**src/rtl/axi_rd_arbiter.sv**
```systemverilog
// rtl/axi_rd_arbiter.sv - two-requester (fetch/load) arbiter for a single AXI read channel
module axi_rd_arbiter #(
  parameter int         ADDR_W  = 32,
  parameter int         DATA_W  = 32,
  parameter logic [3:0] INST_ID = 4'h0,
  parameter logic [3:0] DATA_ID = 4'h1
) (
  input  logic              cpu_clk_50M,
  input  logic              cpu_rst_n,
  input  logic              inst_req,
  input  logic [ADDR_W-1:0] inst_addr,
  input  logic              inst_flush,
  output logic [DATA_W-1:0] inst_rdata,
  output logic              inst_valid,
  output logic              stallreq_if,
  input  logic              data_req,
  input  logic [ADDR_W-1:0] data_addr,
  input  logic [2:0]        data_size,
  output logic [DATA_W-1:0] data_rdata,
  output logic              data_valid,
  output logic              stallreq_data,
  output logic              rd_err,
  output logic [3:0]        arid,
  output logic [ADDR_W-1:0] araddr,
  output logic [7:0]        arlen,
  output logic [2:0]        arsize,
  output logic [1:0]        arburst,
  output logic              arvalid,
  input  logic              arready,
  input  logic [3:0]        rid,
  input  logic [DATA_W-1:0] rdata,
  input  logic [1:0]        rresp,
  input  logic              rlast,
  input  logic              rvalid,
  output logic              rready
);

  localparam logic [1:0] S_IDLE = 2'd0;
  localparam logic [1:0] S_ADDR = 2'd1;
  localparam logic [1:0] S_RESP = 2'd2;
  localparam logic [1:0] S_DONE = 2'd3;

  localparam logic OWN_INST = 1'b0;
  localparam logic OWN_DATA = 1'b1;

  logic [1:0]        state;
  logic              owner;
  logic              discard;
  logic              err;
  logic [3:0]        arid_q;
  logic [ADDR_W-1:0] araddr_q;
  logic [2:0]        arsize_q;
  logic [DATA_W-1:0] inst_rdata_q;
  logic [DATA_W-1:0] data_rdata_q;
  logic              done_ok;

  // Transaction sequencer: arbitrate in IDLE, issue AR, collect last R beat, report in DONE
  always_ff @(posedge cpu_clk_50M or negedge cpu_rst_n) begin
    if (!cpu_rst_n) begin
      state        <= S_IDLE;
      owner        <= OWN_DATA;
      discard      <= 1'b0;
      err          <= 1'b0;
      arid_q       <= 4'h0;
      araddr_q     <= '0;
      arsize_q     <= 3'b000;
      inst_rdata_q <= '0;
      data_rdata_q <= '0;
    end else begin
      case (state)
        S_IDLE: begin
          if (data_req) begin
            araddr_q <= data_addr;
            arsize_q <= data_size;
            arid_q   <= DATA_ID;
            owner    <= OWN_DATA;
            state    <= S_ADDR;
          end else if (inst_req && !inst_flush) begin
            araddr_q <= inst_addr;
            arsize_q <= 3'b010;
            arid_q   <= INST_ID;
            owner    <= OWN_INST;
            state    <= S_ADDR;
          end
        end
        S_ADDR: begin
          // arvalid is held until the slave accepts, even if the fetch is flushed
          if (inst_flush && owner == OWN_INST) discard <= 1'b1;
          if (arready) state <= S_RESP;
        end
        S_RESP: begin
          if (inst_flush && owner == OWN_INST) discard <= 1'b1;
          // Non-last beats are drained without capture
          if (rvalid && rlast) begin
            if (owner == OWN_DATA) data_rdata_q <= rdata;
            else                   inst_rdata_q <= rdata;
            err   <= (rresp != 2'b00) || (rid != arid_q);
            state <= S_DONE;
          end
        end
        default: begin
          // No arbitration here so requesters may change requests on their valid cycle
          discard <= 1'b0;
          err     <= 1'b0;
          state   <= S_IDLE;
        end
      endcase
    end
  end

  // Completion is reported unless it belongs to a flushed fetch
  assign done_ok = (state == S_DONE) && !(owner == OWN_INST && discard);

  assign inst_valid    = done_ok && (owner == OWN_INST);
  assign data_valid    = done_ok && (owner == OWN_DATA);
  assign rd_err        = done_ok && err;
  assign inst_rdata    = inst_rdata_q;
  assign data_rdata    = data_rdata_q;

  assign stallreq_data = data_req & ~data_valid;
  assign stallreq_if   = inst_req & ~inst_valid & ~inst_flush;

  assign arvalid = (state == S_ADDR);
  assign rready  = (state == S_RESP);
  assign arid    = arid_q;
  assign araddr  = araddr_q;
  assign arsize  = arsize_q;
  assign arlen   = 8'd0;
  assign arburst = 2'b01;

endmodule
```
**config.mk**
```make
export PLATFORM = sky130hd
export DESIGN_NAME = axi_rd_arbiter
export DESIGN_NICKNAME = d
export VERILOG_FILES = /design/src/rtl/axi_rd_arbiter.sv
export SDC_FILE = /design/constraint.sdc
export NUM_CORES = 1
export LEC_CHECK = 0
export ABC_AREA = 1
export CORE_MARGIN = 10
export CORE_UTILIZATION = 31
export CTS_BUF_LIST = sky130_fd_sc_hd__clkbuf_2
export CTS_CLUSTER_DIAMETER = 100
export DETAILED_ROUTE_END_ITERATION = 8
export PLACE_DENSITY_LB_ADDON = 0.15
export SKIP_LAST_GASP = 1
export SLEW_MARGIN = 0
export SYNTH_ARGS = -nofsm -noshare
export SYNTH_HDL_FRONTEND = slang
export SYNTH_SLANG_ARGS = --single-unit
```
**constraint.sdc**
```tcl
create_clock -name cpu_clk_50M -period 1.4 [get_ports cpu_clk_50M]
set_input_delay 0.28 -clock cpu_clk_50M [delete_from_list [all_inputs] [get_ports cpu_clk_50M]]
set_output_delay 0.28 -clock cpu_clk_50M [all_outputs]
set_load 0.01 [all_outputs]
```
==> qor.txt <==
outcome = complete, but fails checks
failing checks = negative setup slack
drt via density = 4.35
Initial DRT Pass Iterations = 6
vias in the first global route = 4839
post-synthesis mux area share = 0
post-synthesis compound-gate area fraction = 0.0975
Sw Share = 0.370
core area = 15300 um2
crit path capture type = output port
share of cells above drive strength 1 = 0.349
Synth cell types = 24
combinational share of power = 0.585
Total Neg Setup Slack = -50.60 ns
starting DRC count in detailed routing = 181
Final min period = 1.94 ns
FFs w/ async S/R, synth = 1.00
Sequential Power Share = 0.319
Die H = 145 um
delay-heaviest family, CP = flip-flops
syn_area_per_cell = 8.42 um2
clock root cell = clkbuf_2
Post-synth top cells = nand2_1, dfrtp_1, inv_1
Mapped Area = 4840 um2
largest family of logic cells by synthesized area = simple AND/OR/NAND/NOR gates
Largest stage delay, worst path = 0.65 ns
adder-cell share of the synthesized area = 0.0129
Final Hold Viols = 0
Post-synth EDFFs = 0
CP Data Arrival Time = 1.66 ns
pin count of the biggest net entering global routing = 50
Rows = 45
DR WL/cell = 16.6 um
Final HPWL DP = 12300 um
Bufs on Longest Clock Path = 2
Nets = 1007
Yosys warnings = 0
Reg area = 2630 um2
total grt overflow = 0
Final Max Slew Viols = 0
WP data required = 1.12 ns
Setup CP Type = reg2out
Psw = 6380 uW
Max Cap Viol = 0
DR vias = 4808
period utilization = 1.38
FF+latch count, synth = 105
Gate Count Post-Synth = 575
Starting Density = 0.317
Critical Path Source Type = flip-flop
area leader, netlist = dfrtp_1
Min-Delay Path Class = in2reg
placer congestion estimate = 0.756
clock power share = 0.096
internal power = 10900 uW
Clock Skews = 0.0348 ns
die area = 21000 um2
total clock sinks = 105
post-synth top area share = 0.538
first-pass GRT wire length = 28600 um
ranking of synthesized cells by area = dfrtp_1, nand2_1, a21oi_2, inv_1, nor2_1
Design Power = 17300 uW
fmax = 0.516 GHz
Worst Setup Slack, final = -0.537 ns
port bufs = 219
area grow syn2layout = 83.7%
# fillers = 1312
TritonCTS clock tree = built
Clk pin slew, worst setup/hold paths = 0.31 ns
Multi-input gate area = 1980 um2
Post-route DRC = 0
Ports = 233
crit-path cells = o21ai_4 > o21ai_1 > inv_1 > buf_6
drt total wl = 18400 um
static leakage = 0.00453 uW
Worst Path Max Fanout = 3
CTS Buf Count = 9
WP buf/inv = 2
ys flop type = dfrtp_1
Worst-Skew Late Latency = 0.62 ns
Critical Path Slowest Stage Cell = dfstp_2
post-route antenna net violation count = 0
count leader, synth = nand2_1
VDD IR max = 979 uV
Synth Area in XOR/XNOR = 0
initial antenna violation count = 1
pwr/cell area = 1940 nW/um2
# H-tree levels = 3
Final setup viols = 212
RSZ-0062 raised after global routing = true
Die Span X = 145 um
GRT Overall Usage = 0.170
simple-gate share of the synthesized area = 0.247
sequential fraction of the synthesis area = 0.543
-- final timing paths --
kind,slack (ns),to,start,cells after the start
max in group asynchronous,0.45,araddr[22],cpu_rst_n,3
worst max register to register,-0.44,inst_rdata[19],state[0],11
worst max-delay path,-0.54,stallreq_data,owner,4
worst min-delay path,0.16,data_rdata[5],rdata[5],3
worst min register to register,0.52,inst_rdata[15],inst_rdata[15],2
min in group asynchronous,0.18,inst_rdata[10],cpu_rst_n,3
-- through the flow --
stage	std cells	hold slack, ns	instance area, um2	util	worst slack, ns
2_1_floorplan	586	-0.0156	4880	-	0.0375
3_3_place_gp	1007	0.134	7400	0.485	-0.443
3_5_place_dp	1007	0.137	7400	0.485	-0.489
4_1_cts	1082	0.115	8520	0.558	-0.602
5_1_grt	1106	0.133	8890	0.583	-0.643
6_report	1106	0.161	8890	0.583	-0.537
-- kinds of logic (layout without fill, tap and decap cells) --
group | count (synthesis) | in the layout
adders and majority gates | 5 | 5
other | 2 | 14
and+or+nand+nor | 304 | 304
DFF | 105 | 105
buffers and inverters | 88 | 396
AOI/OAI and AO/OA | 71 | 71
-- flip-flops by register name, indices dropped and copies added, names as in the netlist --
register	flops
araddr	32
arid	1
arsize	3
data_rdata	32
discard	1
err	1
inst_rdata	32
owner	1
state	2
-- worst min-delay path, delay by kind of cell --
| family | cells | cell delay, ns |
|---|---|---|
| AOI/OAI and AO/OA | 1 | 0.05 |
| buffers and inverters | 2 | 0.47 |
-- power groups by stage --
stage	Sequential [uW]	Clock, uW	Combinational, uW
after floorplan	5980	0	2490
after global placement	5290	0	7610
after detailed placement	5350	0	7710
after CTS	5410	1730	9240
after global routing	5690	1830	11000
final	5500	1660	10100
-- placed cells by master, fill, tap and decap left out, drive strengths merged, types with 2 or more instances in the layout --
| master | Yosys | final |
|---|---|---|
| bufinv | 0 | 2 |
| clkbuf | 5 | 10 |
| clkdlybuf4s50 | 0 | 111 |
| dfrtp | 104 | 104 |
| nor2 | 45 | 45 |
| inv | 49 | 49 |
| buf | 34 | 215 |
| bufbuf | 0 | 2 |
| dlygate4sd3 | 0 | 2 |
| clkinv | 0 | 4 |
| nand2 | 250 | 250 |
| conb | 2 | 13 |
| a21oi | 35 | 35 |
| o21ai | 36 | 36 |
| ha | 5 | 5 |
| nand3 | 7 | 7 |
-- timing repair --
| action | in CTS | in global routing |
|---|---|---|
| setup endpoints to repair | 212 | 212 |
| setup buffers | 38 | 24 |
| cloned | 20 | 1 |
| hold buffers | 2 | 0 |
| resized for setup | 585 | 56 |
| pin swaps | 5 | 2 |
| endpoints found under the hold margin | 105 | 0 |
-- layout make-up --
cell class              instances  area share
repair buffers                331       0.415
clock inverters                 7      0.0107
diodes                          1    0.000281
clock buffers                   9     0.00507
multi-input cells             393       0.222
flip-flops and latches        105       0.296
well taps                     211      0.0297
inverters                      49      0.0218
-- metal layers --
layer  routed length (um)  track usage
met5                    0            0
met4                  352       0.0587
met3                 1230       0.0472
met2                 9580        0.298
met1                 7210        0.195
Power figures use the tool's default switching activity.
